**config.mk**
```make
export PLATFORM = sky130hd
export DESIGN_NAME = cla_serial_signed_sub_flat
export DESIGN_NICKNAME = d
export VERILOG_FILES = /design/src/rtl/cla_serial_signed_sub_if.sv /design/src/rtl/cla_serial_signed_sub.sv /design/src/flat_wrapper.sv
export SDC_FILE = /design/constraint.sdc
export NUM_CORES = 1
export LEC_CHECK = 0
export CAP_MARGIN = 10
export CORE_AREA = 2 2 83 85
export CTS_CLUSTER_SIZE = 25
export DETAILED_ROUTE_END_ITERATION = 10
export DIE_AREA = 0 0 85 87
export GPL_TIMING_DRIVEN = 1
export PLACE_DENSITY = 0.78
export REMOVE_ABC_BUFFERS = 1
export SYNTH_ARGS = -nofsm -noshare
export SYNTH_HDL_FRONTEND = slang
export SYNTH_SLANG_ARGS = --single-unit
```
**constraint.sdc**
```tcl
create_clock -name clk_i -period 3.75 [get_ports clk_i]
set_input_delay 1.125 -clock clk_i [delete_from_list [all_inputs] [get_ports clk_i]]
set_output_delay 1.125 -clock clk_i [all_outputs]
set_load 0.02 [all_outputs]
```
**src/rtl/cla_serial_signed_sub_if.sv**
```systemverilog
// Operand/result handshake bundle for cla_serial_signed_sub.
// The slave side is the subtractor. The master side is the producer/consumer.
interface cla_serial_signed_sub_if #(
  parameter int DATA_IN_W = 16
);
  logic                 valid_i;
  logic                 ready_o;
  logic [DATA_IN_W-1:0] inp_A_i;
  logic [DATA_IN_W-1:0] inp_B_i;
  logic                 valid_o;
  logic                 ready_i;
  logic [DATA_IN_W-1:0] diff_o;
  logic                 borrow_o;
  logic                 overflow_o;

  modport slave (
    input  valid_i, inp_A_i, inp_B_i, ready_i,
    output ready_o, valid_o, diff_o, borrow_o, overflow_o
  );

  modport master (
    output valid_i, inp_A_i, inp_B_i, ready_i,
    input  ready_o, valid_o, diff_o, borrow_o, overflow_o
  );
endinterface

```
**src/rtl/cla_serial_signed_sub.sv**
```systemverilog
// Digit-serial signed subtractor A - B = A + ~B + 1, one SLICE_W-bit CLA slice per clock.
// Optional macro CLA_SUB_SATURATE_EN clamps diff_o on signed overflow.
module cla_serial_signed_sub #(
  parameter int DATA_IN_W = 16,
  parameter int SLICE_W   = 4
) (
  input  logic                    clk_i,
  input  logic                    rst_i,
  cla_serial_signed_sub_if.slave  bus
);
  localparam int N   = DATA_IN_W / SLICE_W;
  localparam int CW  = (N > 1) ? $clog2(N) : 1;
  localparam int MSB = DATA_IN_W - 1;

  typedef enum logic [1:0] {IDLE, BUSY, DONE} state_t;

  state_t               state;
  logic [DATA_IN_W-1:0] a_q, nb_q, acc;
  logic                 carry_q;
  logic [CW-1:0]        cnt;

  logic [SLICE_W-1:0]   sa, sb, g, p, sum;
  logic [SLICE_W:0]     c;
  logic                 pp;
  logic [DATA_IN_W-1:0] acc_nxt, res;
  logic                 a_msb, b_msb, ovf;

  // Slice carries in flattened lookahead form: c[i+1] = g[i] | p[i]g[i-1] | ... | p[i..0]cin
  always_comb begin
    sa  = a_q[cnt*SLICE_W +: SLICE_W];
    sb  = nb_q[cnt*SLICE_W +: SLICE_W];
    g   = sa & sb;
    p   = sa ^ sb;
    c   = '0;
    pp  = 1'b0;
    c[0] = carry_q;
    for (int i = 0; i < SLICE_W; i++) begin
      c[i+1] = g[i];
      pp     = p[i];
      for (int j = i - 1; j >= 0; j--) begin
        c[i+1] = c[i+1] | (pp & g[j]);
        pp     = pp & p[j];
      end
      c[i+1] = c[i+1] | (pp & carry_q);
    end
    sum = p ^ c[SLICE_W-1:0];

    acc_nxt = acc;
    acc_nxt[cnt*SLICE_W +: SLICE_W] = sum;

    a_msb = a_q[MSB];
    b_msb = ~nb_q[MSB];
    ovf   = (a_msb != b_msb) && (acc_nxt[MSB] != a_msb);
`ifdef CLA_SUB_SATURATE_EN
    if (ovf) res = a_msb ? {1'b1, {(DATA_IN_W-1){1'b0}}} : {1'b0, {(DATA_IN_W-1){1'b1}}};
    else     res = acc_nxt;
`else
    res = acc_nxt;
`endif
  end

  always_ff @(posedge clk_i or posedge rst_i) begin
    if (rst_i) begin
      state          <= IDLE;
      a_q            <= '0;
      nb_q           <= '0;
      acc            <= '0;
      carry_q        <= 1'b0;
      cnt            <= '0;
      bus.diff_o     <= '0;
      bus.borrow_o   <= 1'b0;
      bus.overflow_o <= 1'b0;
      bus.valid_o    <= 1'b0;
      bus.ready_o    <= 1'b1;
    end else begin
      case (state)
        IDLE: if (bus.valid_i) begin
          a_q         <= bus.inp_A_i;
          nb_q        <= ~bus.inp_B_i;
          carry_q     <= 1'b1;
          cnt         <= '0;
          state       <= BUSY;
          bus.ready_o <= 1'b0;
        end
        BUSY: begin
          acc     <= acc_nxt;
          carry_q <= c[SLICE_W];
          if (cnt == CW'(N - 1)) begin
            // Result registers only change here, so they hold through the next operation
            state          <= DONE;
            bus.valid_o    <= 1'b1;
            bus.diff_o     <= res;
            bus.borrow_o   <= ~c[SLICE_W];
            bus.overflow_o <= ovf;
          end else begin
            cnt <= cnt + 1'b1;
          end
        end
        DONE: if (bus.ready_i) begin
          state       <= IDLE;
          bus.valid_o <= 1'b0;
          bus.ready_o <= 1'b1;
        end
        default: state <= IDLE;
      endcase
    end
  end
endmodule

```
**src/flat_wrapper.sv**
```systemverilog
// flat-port wrapper written by rule: the top's interface ports become plain ports
module cla_serial_signed_sub_flat 
#(
  parameter int DATA_IN_W = 16,
  parameter int SLICE_W   = 4
)
  (clk_i, rst_i, bus_valid_i, bus_inp_A_i, bus_inp_B_i, bus_ready_i, bus_ready_o, bus_valid_o, bus_diff_o, bus_borrow_o, bus_overflow_o);
  cla_serial_signed_sub_if #(.DATA_IN_W(DATA_IN_W)) bus_i ();
  input  logic clk_i;
  input  logic rst_i;
  input wire logic [$bits(bus_i.valid_i)-1:0] bus_valid_i;
  input wire logic [$bits(bus_i.inp_A_i)-1:0] bus_inp_A_i;
  input wire logic [$bits(bus_i.inp_B_i)-1:0] bus_inp_B_i;
  input wire logic [$bits(bus_i.ready_i)-1:0] bus_ready_i;
  output wire logic [$bits(bus_i.ready_o)-1:0] bus_ready_o;
  output wire logic [$bits(bus_i.valid_o)-1:0] bus_valid_o;
  output wire logic [$bits(bus_i.diff_o)-1:0] bus_diff_o;
  output wire logic [$bits(bus_i.borrow_o)-1:0] bus_borrow_o;
  output wire logic [$bits(bus_i.overflow_o)-1:0] bus_overflow_o;
  assign bus_i.valid_i = bus_valid_i;
  assign bus_i.inp_A_i = bus_inp_A_i;
  assign bus_i.inp_B_i = bus_inp_B_i;
  assign bus_i.ready_i = bus_ready_i;
  assign bus_ready_o = bus_i.ready_o;
  assign bus_valid_o = bus_i.valid_o;
  assign bus_diff_o = bus_i.diff_o;
  assign bus_borrow_o = bus_i.borrow_o;
  assign bus_overflow_o = bus_i.overflow_o;
  cla_serial_signed_sub #(.DATA_IN_W(DATA_IN_W), .SLICE_W(SLICE_W)) u_core (.clk_i(clk_i), .rst_i(rst_i), .bus(bus_i));
endmodule
```
**Yosys cells after proc, flatten, opt, wreduce, memory -nomap -nowiden**

Index checks and enable logic that the tools add are counted.

- Multiplexer cells: 16
- Reductions and logical operators: 12
- Shifts and indexed selects: 4
- Bitwise logic cells: 32
- Equality and inequality tests: 9
- Add/subtract/negate cells: 2

Operators with widths:

| operator | number |
|---|---|
| $neg 4->34 | 1 |
| $shift 4x34->16 const A | 1 |
| $shiftx 4x34->16 | 1 |
| $shiftx 16x5->4 | 2 |
| $and 1x1->1 | 16 |
| $bwmux 16 | 1 |
| $not 16->16 | 1 |
| $reduce_and 3->1 | 4 |
| $mux 2 | 5 |
| $or 1x1->1 | 10 |
| $xor 4x4->4 | 2 |
| $ne 2x2->1 const B | 3 |
| $pmux 1 s2 | 3 |
| $pmux 2 s3 | 1 |
| $reduce_and 2->1 | 3 |
| $reduce_bool 2->1 | 3 |
| $mux 1 | 5 |
| $and 4x4->4 | 1 |
| $eq 2x2->1 const B | 2 |
| $pmux 2 s2 | 1 |
| $add 2x1->2 const B | 1 |
| $eq 2x1->1 const B | 1 |
| $logic_not 2->1 | 1 |
| $ne 1x1->1 | 2 |
| other kinds (3) | 4 |

- Logic and storage cells: 86
- Output and inout bits: 20
- Bits of input ports: 36
- Bits in registers: 73

**Longest topological paths before layout**

Gate-level depths: netlist of run 1.

- Depth after elaboration: 11
- Depth in mapped cells: 8
- Depth with buffers taken out: 7

**Least setup slack after synthesis of run 1**

No wires, ideal clock.

- Kind: register to register
- Start: register u_core.cnt[0]
- End: register u_core.bus.overflow_o
- Library setup time: 0.087 ns
- Arrival time: 2.426 ns
- Path slack: 1.237 ns
- Cell stages (with the launch flop): 9
- Clock period less this slack: 2.513 ns
- Data required time: 3.663 ns
- Buffers on the path: 1
- Cell sequence: dfrtp_1 -> buf_6 -> mux4_2 -> ha_1 -> a211o_1 -> a21oi_2 -> xnor2_2 -> nand2_1 -> a211oi_2

- Cells in the longest elaborated chain, start to end: 11
- Elaborated cells between the ends (all ways): 28
- Those cells by class: add/sub: 1; eq/ne: 2; shift: 4; mux: 1; bitwise: 18; reduce/logical: 2

Ends and longest elaborated chain:

| what | line | RTL |
|---|---|---|
| start: declaration | cla_serial_signed_sub.sv:20 | `logic [CW-1:0] cnt;` |
| start signal: assignment | cla_serial_signed_sub.sv:96 | `cnt <= cnt + 1'b1;` |
| $shiftx 16x5->4 (on tied branches) | cla_serial_signed_sub.sv:30, cla_serial_signed_sub.sv:31 |  |
| $xor 4x4->4 / $and 4x4->4 (equally long branches) | cla_serial_signed_sub.sv:33, cla_serial_signed_sub.sv:32 |  |
| $and 1x1->1 (on tied branches) | cla_serial_signed_sub.sv:41, cla_serial_signed_sub.sv:42 |  |
| $or 1x1->1 (tied with other cells) | cla_serial_signed_sub.sv:41 | `c[i+1] = c[i+1] \| (pp & g[j]);` |
| $or 1x1->1 / $and 1x1->1 (equally long branches) | cla_serial_signed_sub.sv:41, cla_serial_signed_sub.sv:44 |  |
| $or 1x1->1 | cla_serial_signed_sub.sv:44 | `c[i+1] = c[i+1] \| (pp & carry_q);` |
| $xor 4x4->4 | cla_serial_signed_sub.sv:46 | `sum = p ^ c[SLICE_W-1:0];` |
| $shiftx 4x34->16 | cla_serial_signed_sub.sv:49 | `acc_nxt[cnt*SLICE_W +: SLICE_W] = sum;` |
| $bwmux 16 | cla_serial_signed_sub.sv:49 |  |
| $ne 1x1->1 | cla_serial_signed_sub.sv:53 | `ovf = (a_msb != b_msb) && (acc_nxt[MSB] != a_msb);` |
| $logic_and 1x1->1 | cla_serial_signed_sub.sv:53 |  |
| end signal: assignment | cla_serial_signed_sub.sv:94 | `bus.overflow_o <= ovf;` |
| end: declaration | cla_serial_signed_sub_if.sv:18 | `output ready_o, valid_o, diff_o, borrow_o, overflow_o` |

Several ways; a longest one is shown, not always the timed one.
A chain may end at the register's enable or synchronous reset.

**Worst setup path after layout of run 1**

- Start: register u_core.cnt[0]
- End: register u_core.acc[14]

- Cells in the longest elaborated chain, start to end: 9
- Elaborated cells between the ends (all ways): 24
- Those cells by class: add/sub: 1; shift: 4; mux: 1; bitwise: 18

Ends and longest elaborated chain:

| what | line | RTL |
|---|---|---|
| $shiftx 16x5->4 (on tied branches) | cla_serial_signed_sub.sv:30, cla_serial_signed_sub.sv:31 |  |
| $xor 4x4->4 / $and 4x4->4 (equally long branches) | cla_serial_signed_sub.sv:33, cla_serial_signed_sub.sv:32 |  |
| $and 1x1->1 (on tied branches) | cla_serial_signed_sub.sv:41, cla_serial_signed_sub.sv:42 |  |
| $or 1x1->1 (tied with other cells) | cla_serial_signed_sub.sv:41 |  |
| $or 1x1->1 / $and 1x1->1 (equally long branches) | cla_serial_signed_sub.sv:41, cla_serial_signed_sub.sv:44 |  |
| $or 1x1->1 | cla_serial_signed_sub.sv:44 |  |
| $xor 4x4->4 | cla_serial_signed_sub.sv:46 |  |
| $shiftx 4x34->16 | cla_serial_signed_sub.sv:49 |  |
| $bwmux 16 (*) | cla_serial_signed_sub.sv:49 |  |
| end signal: assignment | cla_serial_signed_sub.sv:86 | `acc <= acc_nxt;` |
| end: declaration | cla_serial_signed_sub.sv:18 | `logic [DATA_IN_W-1:0] a_q, nb_q, acc;` |

Mark *: on every way between the ends. The rest lies on a longest branch, timed or not.

==> impl_metrics.env, run 1 <==
export IMPL_status="finished, final reports clean"
export IMPL_cts_buffers=9
export IMPL_place_hpwl_um=4730
export IMPL_postSynthCellCount=283
export IMPL_final_hold_violation_count=0
export IMPL_vias=2384
export IMPL_cap_violations=0
export IMPL_synthXorXnorAreaFrac_pct=0.750
export IMPL_ys_top_cells_by_count="dfrtp_1 (72), nor2_1 (50), a21oi_1 (23)"
export IMPL_setup_violations=0
export IMPL_syn_avg_cell_area_um2=11.8
export IMPL_start_util_pct=50.8
export IMPL_cts_sinks=73
export IMPL_clk_path_buf_depth=2
export IMPL_core_um2=6570
export IMPL_area_growth_pct=26.0
export IMPL_clk_latency_ps=350
export IMPL_stdcell_area_um2=4210
export IMPL_synth_cell_types=44
export IMPL_row_count=30
export IMPL_synth_top_family_by_area="compound AO/OA/AOI/OAI gates"
export IMPL_gp_congestion=0.818
export IMPL_nNetsFinal=388
export IMPL_cp_required_ps=4040
export IMPL_pwr_share_seq_pct=31.7
export IMPL_hp_class="flip-flop to flip-flop"
export IMPL_synth_compound_area_share_pct=14.9
export IMPL_pin_count=56
export IMPL_setup_tns_final_ps=0
export IMPL_crit_path_end_kind="flip-flop"
export IMPL_ant_nets=0
export IMPL_combPwrFrac_pct=52.2
export IMPL_fin_crit_sh_pct=77.8
export IMPL_p_per_area_nw_per_um2=1040
export IMPL_max_freq_ghz=0.343
export IMPL_period_minus_slack_ps=2920
export IMPL_grt_pass1_vias=2355
export IMPL_worstPathArrival_ps=3210
export IMPL_swShare_pct=41.5
export IMPL_drt_met1_wl_um=2910
export IMPL_routed_wirelength_um=6770
export IMPL_synth_seq_cells=73
export IMPL_multi_input_area_um2=1410
export IMPL_synthTopCellsByArea="dfrtp_1 (54%), nor2_1 (5.6%), mux2_2 (5.4%)"
export IMPL_wire_per_inst_um=15.9
export IMPL_dr_pass1_iters=4
export IMPL_critPathLaunchType="flip-flop"
export IMPL_die_h_um=87
export IMPL_p_int_uw=2550
export IMPL_rsz0062_at_grt="false"
export IMPL_finalMaxSlewViolations=0
export IMPL_die_area_um2=7400
export IMPL_cts_tree="yes"
export IMPL_wl_met3_um=338
export IMPL_clkPwrFrac_pct=16.1
export IMPL_maxUsedRoutingLayer="met4"
export IMPL_synth_area_um2=3340
export IMPL_root_buffer="clkbuf_8"
export IMPL_path_class="flip-flop to flip-flop"
export IMPL_dpl_cell_area_um2=3980
export IMPL_worstMarginPinSlew_ps=737
export IMPL_synthMostInstantiatedCell="dfrtp_1"
export IMPL_grt_start_max_net_pins=45
export IMPL_clk_pin_slew_ps=80
export IMPL_yosysWarningCount=0
export IMPL_worstPathMaxFanout=9
export IMPL_post_cts_hold_buffer_count=0
export IMPL_drive_gt1_share_pct=15.9
export IMPL_synth_top_cell_by_area="dfrtp_1"
export IMPL_die_w_um=85
export IMPL_peakVddDrop_mv=0.581
export IMPL_leakage_uw=0.00182
export IMPL_synthSimpleGateAreaFrac_pct=10.8
export IMPL_seq_area_um2=1830
export IMPL_htreeDepth=3
export IMPL_skew_ps=8.64
export IMPL_synth_main_ff_cell="dfrtp_1"
export IMPL_post_cts_resized=0
export IMPL_synthAdderAreaFrac_pct=4.35
export IMPL_drc_errors=0
export IMPL_p_switching_uw=1810
export IMPL_met2_length_um=3400
export IMPL_post_drt_via_cell_ratio=5.60
export IMPL_first_iter_violations=127
export IMPL_seq_area_frac_synth_pct=54.8
export IMPL_fill_cells=517
export IMPL_insertedDiodeCount=0
export IMPL_async_flop_share_pct=100
export IMPL_track_usage_pct=19.8
export IMPL_relSlewSlack_pct=50.7
export IMPL_portBuffers=55
export IMPL_grt_antenna_before_repair=0
export IMPL_muxShareOfSynthArea_pct=11.1
export IMPL_grt_pass1_wl_um=11300
export IMPL_synth_top_cell_area_share_pct=54.0
export IMPL_overflow=0
export IMPL_post_cts_setup_buffers=0
export IMPL_synth_edff_count=0
registers in the layout, summed over array words and instances (netlist names):
register / cells
u_core.acc: 16
u_core.bus.overflow_o: 1
u_core.carry_q: 1
u_core.cnt: 2
u_core.bus.diff_o: 16
u_core.bus.valid_o: 1
u_core.nb_q: 16
u_core.state: 2
u_core.bus.borrow_o: 1
u_core.bus.ready_o: 1
u_core.a_q: 16
metrics by stage:
stage                     std cells  total power, uW  hold slack, ps  worst slack, ps  util (%)
final                           426             4360             493              833      64.0
after global routing            426             4670             513              670      64.0
after CTS                       426             4380             500              818      64.0
after detailed placement        410             3670             482              817      60.6
after global placement          410             3600             465              874      60.6
after floorplan                 271             2900             457              332         -
placed cells by master (no fill, tap or decap), types with 2 or more instances in the layout:
| cell | n |
|---|---|
| a32o_1 | 3 |
| bufinv_16 | 2 |
| mux2_2 | 16 |
| a21oi_1 | 23 |
| and3_1 | 5 |
| nand2_1 | 13 |
| ha_1 | 10 |
| a221oi_1 | 13 |
| mux4_2 | 8 |
| buf_4 | 3 |
| a22o_1 | 12 |
| o21ai_0 | 3 |
| clkbuf_8 | 11 |
| nor2_4 | 2 |
| clkinv_2 | 2 |
| nor2_1 | 49 |
| inv_1 | 12 |
| nor3_1 | 2 |
| clkdlybuf4s50_1 | 55 |
| dfrtp_1 | 72 |
| a21o_1 | 2 |
layer usage:
| layer | track usage [%] | up-vias |
|---|---|---|
| met2 | 32.0 | 71 |
| met5 | 0 | - |
| met1 | 25.0 | 1161 |
| li1 | - | 1138 |
| met3 | 3.98 | 14 |
| met4 | 11.3 | 0 |
power by group through the flow:
| stage | logic, uW | clock network (uW) | registers (uW) |
|---|---|---|---|
| 2_1_floorplan | 1430 | 0 | 1470 |
| 3_3_place_gp | 2230 | 0 | 1380 |
| 3_5_place_dp | 2280 | 0 | 1400 |
| 4_1_cts | 2290 | 712 | 1380 |
| 5_1_grt | 2500 | 749 | 1430 |
| 6_report | 2270 | 701 | 1380 |
area by class of cell:
cell class                      instances  share of cell area (%)
Sequential cell                        73                    43.5
Multi-Input combinational cell        185                    33.5
Timing Repair Buffer                   59                    14.1
Clock buffer                           11                    3.60
Tap cell                               80                    2.38
Clock inverter                          5                    1.84
Inverter                               13                    1.16
logic make-up (layout without fill, tap and decap cells):
family          count (synthesis)  count (layout)
fa+ha+maj                      11              11
buf+inv                        25              88
simple gates                   79              79
mux                            25              25
flops                          73              73
xor+xnor                        2               2
compound gates                 68              68
path summary, 6_finish.rpt:
check | from | to | slack (ps) | cells after the start
min reg2reg | u_core.bus.diff_o[4] | u_core.bus.diff_o[4] | 490 | 2
min in group asynchronous | rst_i | u_core.a_q[12] | 1190 | 2
min | u_core.bus.diff_o[4] | u_core.bus.diff_o[4] | 490 | 2
max in group asynchronous | rst_i | u_core.bus.diff_o[1] | 1910 | 3
max | u_core.cnt[0] | u_core.acc[14] | 830 | 7
max reg2reg | u_core.cnt[0] | u_core.acc[14] | 830 | 7
critical path, stage by stage (launching register included):
cell	delay [ps]
dfrtp_1	550
buf_4	280
mux4_2	540
ha_1	330
o21a_1	150
a21oi_1	490
and2_1	330
a22o_1	180
(Power assumes the default switching activity.)
==> inputs of run 2 (changes only) <==
==> constraint.sdc (replaced) <==
create_clock -name clk_i -period 2.7 [get_ports clk_i]
set_input_delay 0.81 -clock clk_i [delete_from_list [all_inputs] [get_ports clk_i]]
set_output_delay 0.81 -clock clk_i [all_outputs]
set_load 0.02 [all_outputs]
==> run 2 against run 1 <==
Effect of this change: register-to-register slack worse by 680 ps; die area stayed put; sequential share of layout area is 0.18 points lower; combinational power is 50% higher; cell count is 0.94% higher; highest routed layer unchanged; global-route usage is 0.86 points higher; clock power is 14% higher; sequential power is 39% higher; via count is 3.2% higher.
==> impl_metrics.env, run 2 (synthesis gave the netlist of run 1 again) <==
export IMPL_crit_family="compound AO/OA/AOI/OAI gates"
export IMPL_grt_antenna_before_repair=0
export IMPL_worstPathArrival_ps=2810
export IMPL_pre_cts_ws_ps=18.2
export IMPL_cts_sinks=73
export IMPL_clkPwrFrac_pct=13.0
export IMPL_status="finished, final reports clean"
export IMPL_stdcell_area_um2=4230
export IMPL_fin_crit_sh_pct=94.3
export IMPL_die_h_um=87
export IMPL_cp_num_buf_inv=1
export IMPL_portBuffers=55
export IMPL_cts_buffers=9
export IMPL_r2r_cells=8
export IMPL_drc_errors=0
export IMPL_dpl_cell_area_um2=4020
export IMPL_worstHoldEndpoint="u_core.bus.diff_o[4]"
export IMPL_root_buffer="clkbuf_8"
export IMPL_grt_start_max_net_pins=74
export IMPL_setup_violations=0
export IMPL_die_w_um=85
export IMPL_crit_path_end_kind="flip-flop"
export IMPL_fill_cells=510
export IMPL_final_util_pct=64.3
export IMPL_cp_slowest_cell="mux4_2"
export IMPL_vias=2461
export IMPL_path_class="flip-flop to flip-flop"
export IMPL_relSlewSlack_pct=66.8
export IMPL_cp_cell_sequence="buf_4 > mux4_2 > ha_1 > o21a_1 > a21oi_4 > xnor2_4 > nand2_2 > a211oi_2"
export IMPL_routed_wirelength_um=7100
export IMPL_row_count=30
export IMPL_final_cell_mix="dfrtp_1 (71), clkdlybuf4s50_1 (55), nor2_1 (49), a21oi_1 (22), mux2_2 (16)"
export IMPL_gp_congestion=0.816
export IMPL_hold_depth=2
export IMPL_cts_tree="yes"
export IMPL_post_cts_resized=0
export IMPL_slowest_delay_ps=500
export IMPL_post_cts_hold_buffer_count=0
export IMPL_rsz0062_at_grt="false"
export IMPL_track_usage_pct=20.6
export IMPL_cp_required_ps=2970
export IMPL_dr_pass1_iters=4
export IMPL_clk_latency_ps=350
export IMPL_nNetsFinal=392
export IMPL_multi_input_area_um2=1430
export IMPL_final_hold_violation_count=0
export IMPL_place_hpwl_um=4990
export IMPL_min_from="u_core.bus.diff_o[4]"
export IMPL_seq_area_um2=1830
export IMPL_first_iter_violations=151
export IMPL_post_cts_setup_buffers=0
export IMPL_drive_gt1_share_pct=16.6
export IMPL_swShare_pct=42.6
export IMPL_core_um2=6570
export IMPL_combPwrFrac_pct=55.6
export IMPL_post_drt_via_cell_ratio=5.72
export IMPL_pin_count=56
export IMPL_leakage_uw=0.00183
export IMPL_max_freq_ghz=0.393
export IMPL_grt_pass1_vias=2450
export IMPL_start_util_pct=50.8
export IMPL_finalMaxSlewViolations=0
export IMPL_die_area_um2=7400
export IMPL_final_common_cell="dfrtp_1"
export IMPL_worstPathMaxFanout=8
export IMPL_critPathLaunchType="flip-flop"
export IMPL_htreeDepth=3
export IMPL_clk_pin_slew_ps=70
export IMPL_area_growth_pct=26.6
export IMPL_rrSetupSlack_ps=150
export IMPL_pwr_share_seq_pct=31.3
export IMPL_skew_ps=7.09
export IMPL_clk_path_buf_depth=2
export IMPL_reg2reg_from="u_core.cnt[0]"
export IMPL_p_switching_uw=2610
export IMPL_peakVddDrop_mv=0.948
export IMPL_overflow=0
export IMPL_wire_per_inst_um=16.5
export IMPL_grt_pass1_wl_um=11800
export IMPL_setup_slack_ps=155
export IMPL_insertedDiodeCount=0
export IMPL_worstMarginPinSlew_ps=494
export IMPL_p_per_area_nw_per_um2=1450
export IMPL_p_int_uw=3520
export IMPL_period_minus_slack_ps=2550
export IMPL_ant_nets=0
export IMPL_hp_class="flip-flop to flip-flop"
export IMPL_cap_violations=0
export IMPL_r2r_end="u_core.bus.overflow_o"
## run 2: cell types whose count changed in the layout (fill, tap and decap cells not counted), moves of 2 or more
cell,before,now
buf_4,3,6
clkinv_2,2,0
bufinv_16,2,0
clkbuf_1,0,4
## run 2: worst min-delay path, stage by stage (launching register included)
cell	delay [ps]
dfrtp_1	340
nand2_1	40
o21ai_0	60
## run 2: how the worst max path moves through the flow
stage             startpoint                    end  slack [ps]  cells after the start
2_1_floorplan    bus_valid_i          u_core.a_q[0]        -400                      3
3_3_place_gp   u_core.cnt[0]  u_core.bus.overflow_o         110                      8
3_5_place_dp   u_core.cnt[0]  u_core.bus.overflow_o          20                      8
4_1_cts        u_core.cnt[0]  u_core.bus.overflow_o           3                      8
5_1_grt        u_core.cnt[0]  u_core.bus.overflow_o          20                      8
6_report       u_core.cnt[0]  u_core.bus.overflow_o         150                      8
## run 2: layout make-up
type | instances | area share, %
sequential | 73 | 43.3
tap | 80 | 2.37
clock buffer | 16 | 4.26
timing repair buffer | 63 | 15.0
inverter | 13 | 1.15
multi-input combinational | 185 | 33.9
## run 2: stage by stage
stage          hold slack, ps  TNS [ps]  power, uW  instances
2_1_floorplan             457     -9760       4020        271
3_5_place_dp              477         0       5150        414
6_report                  488         0       6140        430
3_3_place_gp              466         0       5060        414
4_1_cts                   493         0       5960        430
5_1_grt                   507         0       6550        430
## run 2: power groups by stage
stage	registers, uW	clock network, uW	logic, uW
CTS	1930	815	3210
finish	1920	800	3410
global route	1990	869	3690
detailed placement	1950	0	3200
global placement	1920	0	3130
floorplan	2040	0	1980
## run 2: layer usage
| layer | track usage (%) | up-vias | share of wire [%] |
|---|---|---|---|
| li1 | - | 1150 | - |
| met1 | 25.6 | 1237 | 42 |
| met2 | 35.8 | 65 | 52 |
| met3 | 5.12 | 9 | 4.5 |
| met4 | 6.49 | 0 | 1.1 |
| met5 | 0 | - | 0 |
==> inputs of run 3 (changes only) <==
--- a/config.mk
+++ b/config.mk
@@ -6,12 +6,13 @@
 export NUM_CORES = 1
 export LEC_CHECK = 0
 export CAP_MARGIN = 10
-export CORE_AREA = 2 2 83 85
+export CORE_AREA = 2 2 81 83
+export CTS_BUF_LIST = sky130_fd_sc_hd__clkbuf_4
 export CTS_CLUSTER_SIZE = 25
 export DETAILED_ROUTE_END_ITERATION = 10
-export DIE_AREA = 0 0 85 87
+export DIE_AREA = 0 0 83 85
 export GPL_TIMING_DRIVEN = 1
-export PLACE_DENSITY = 0.78
+export PLACE_DENSITY = 0.81
 export REMOVE_ABC_BUFFERS = 1
 export SYNTH_ARGS = -nofsm -noshare
 export SYNTH_HDL_FRONTEND = slang
==> constraint.sdc (replaced) <==
create_clock -name clk_i -period 2.41 [get_ports clk_i]
set_input_delay 0.723 -clock clk_i [delete_from_list [all_inputs] [get_ports clk_i]]
set_output_delay 0.723 -clock clk_i [all_outputs]
set_load 0.02 [all_outputs]
==> run 3 against run 2 <==
Effect of this change: the flow now finishes with violations (setup timing); routed wire length is 4.7% higher; critical path depth is 1 lower; combinational power grew 33%; largest cell class unchanged.
==> impl_metrics.env, run 3 (synthesis gave the netlist of run 1 again) <==
export IMPL_crit_path_end_kind="flip-flop"
export IMPL_final_cell_mix="dfrtp_1 (71), clkdlybuf4s50_1 (55), nor2_1 (49), a21oi_1 (22), mux2_2 (16)"
export IMPL_worstPathArrival_ps=2750
export IMPL_area_growth_pct=31.7
export IMPL_core_um2=6200
export IMPL_fill_cells=440
export IMPL_clk_latency_ps=420
export IMPL_post_cts_hold_buffer_count=0
export IMPL_cap_violations=0
export IMPL_row_count=29
export IMPL_path_class="flip-flop to flip-flop"
export IMPL_grt_start_max_net_pins=74
export IMPL_cts_sinks=73
export IMPL_total_power_uw=7750
export IMPL_routed_wirelength_um=7440
export IMPL_violations="setup timing"
export IMPL_clk_path_buf_depth=2
export IMPL_overflow=0
export IMPL_worstMarginPinSlew_ps=503
export IMPL_rsz0062_at_grt="true"
export IMPL_die_w_um=83
export IMPL_r2r_cells=7
export IMPL_cp_required_ps=2720
export IMPL_critPathLaunchType="flip-flop"
export IMPL_cts_tree="yes"
export IMPL_die_h_um=85
export IMPL_nNetsFinal=398
export IMPL_worstPathMaxFanout=8
export IMPL_reg2reg_from="u_core.cnt[0]"
export IMPL_clk_pin_slew_ps=110
export IMPL_skew_ps=11.7
export IMPL_fin_crit_sh_pct=101
export IMPL_cts_buffers=9
export IMPL_grt_antenna_before_repair=0
export IMPL_grt_pass1_wl_um=12500
export IMPL_hold_ws_ps=497
export IMPL_final_util_pct=70.8
export IMPL_setup_violations=5
export IMPL_vias=2519
export IMPL_ant_nets=0
export IMPL_drive_gt1_share_pct=21.1
export IMPL_htreeDepth=3
export IMPL_relSlewSlack_pct=66.2
export IMPL_dr_pass1_iters=7
export IMPL_leakage_uw=0.00190
export IMPL_insertedDiodeCount=0
export IMPL_place_hpwl_um=4950
export IMPL_hp_class="flip-flop to flip-flop"
export IMPL_first_iter_violations=159
export IMPL_final_hold_violation_count=0
export IMPL_wire_per_inst_um=17.2
export IMPL_min_from="u_core.bus.diff_o[4]"
export IMPL_period_minus_slack_ps=2440
export IMPL_root_buffer="clkbuf_4"
export IMPL_pin_count=56
export IMPL_track_usage_pct=22.6
export IMPL_r2r_end="u_core.bus.overflow_o"
export IMPL_hold_depth=2
export IMPL_placed_cells=415
export IMPL_p_per_area_nw_per_um2=1760
export IMPL_start_util_pct=53.8
export IMPL_gp_congestion=0.834
export IMPL_peakVddDrop_mv=1.08
export IMPL_rrSetupSlack_ps=-30
export IMPL_post_drt_via_cell_ratio=5.82
export IMPL_layout_cells_non_filler=433
export IMPL_portBuffers=55
export IMPL_final_common_cell="dfrtp_1"
export IMPL_worstHoldEndpoint="u_core.bus.diff_o[4]"
export IMPL_drc_errors=0
export IMPL_finalMaxSlewViolations=0
export IMPL_die_area_um2=7060
export IMPL_grt_pass1_vias=2470
export IMPL_setup_slack_ps=-34.1
export IMPL_status="complete, but fails checks"
export IMPL_setup_tns_final_ps=-56.0
export IMPL_max_freq_ghz=0.409
## run 3: cell types whose count changed in the layout (fill, tap and decap cells not counted), moves of 2 or more
cell | previous run | this run
clkbuf_1 | 4 | 0
clkbuf_8 | 12 | 0
clkinv_1 | 0 | 2
ha_4 | 0 | 3
buf_12 | 2 | 4
buf_4 | 6 | 9
a221oi_1 | 13 | 11
bufinv_16 | 0 | 4
ha_1 | 10 | 7
a221oi_2 | 1 | 3
clkbuf_4 | 0 | 9
## run 3: power by group
group	switching, uW	internal, uW	leakage [uW]
Clock	424	621	0.000105
Sequential	372	1780	0.000884
Combinational	2400	2150	0.000907
Total	3190	4560	0.00190
## run 3: timing repair
action | in CTS | in global routing
buffers inserted | 1 | 1
endpoints found under the hold margin | 0 | 0
setup endpoints to repair | 25 | 21
gates resized for setup | 14 | 2
pin swaps | 7 | 7
## run 3: metrics by stage
| stage | worst slack [ps] | instance area, um^2 |
|---|---|---|
| final | -34.1 | 4400 |
| after global routing | -136 | 4400 |
| after CTS | -38.4 | 4370 |
| after detailed placement | -208 | 4070 |
| after global placement | -119 | 4070 |
| after floorplan | -606 | 3280 |
## run 3: worst max path at each step
stage,start,end
after floorplan,bus_valid_i,u_core.a_q[0]
after global placement,u_core.cnt[0],u_core.bus.overflow_o
after detailed placement,u_core.cnt[0],u_core.bus.overflow_o
after CTS,u_core.cnt[0],u_core.bus.overflow_o
after global routing,u_core.cnt[0],u_core.bus.diff_o[3]
final,u_core.cnt[0],u_core.bus.overflow_o
## run 3: cell type report
cell class                 count  area, um^2  share of cell area [%]
sequential                    73        1830                    41.6
multi-input combinational    185        1510                    34.4
timing repair buffer          69         709                    16.1
clock inverter                 7         133                    3.02
tap                           77        96.3                    2.19
clock buffer                   9        67.6                    1.54
inverter                      13        48.8                    1.11
## run 3: critical path, cell delays in order, from the launching register on
cell and delay (ps):
dfrtp_2 430, mux4_2 570, ha_4 280, a211o_4 350
a21oi_4 190, xnor2_4 210, o2111a_1 260, a211oi_2 40
## run 3: metal layers
layer  GRT usage [%]  wire [um]  vias up
met5               0          0        -
met4            8.94        201        0
met3            6.13        406       20
met2            37.5       3860       98
met1            28.4       2970     1244
li1                -          -     1157
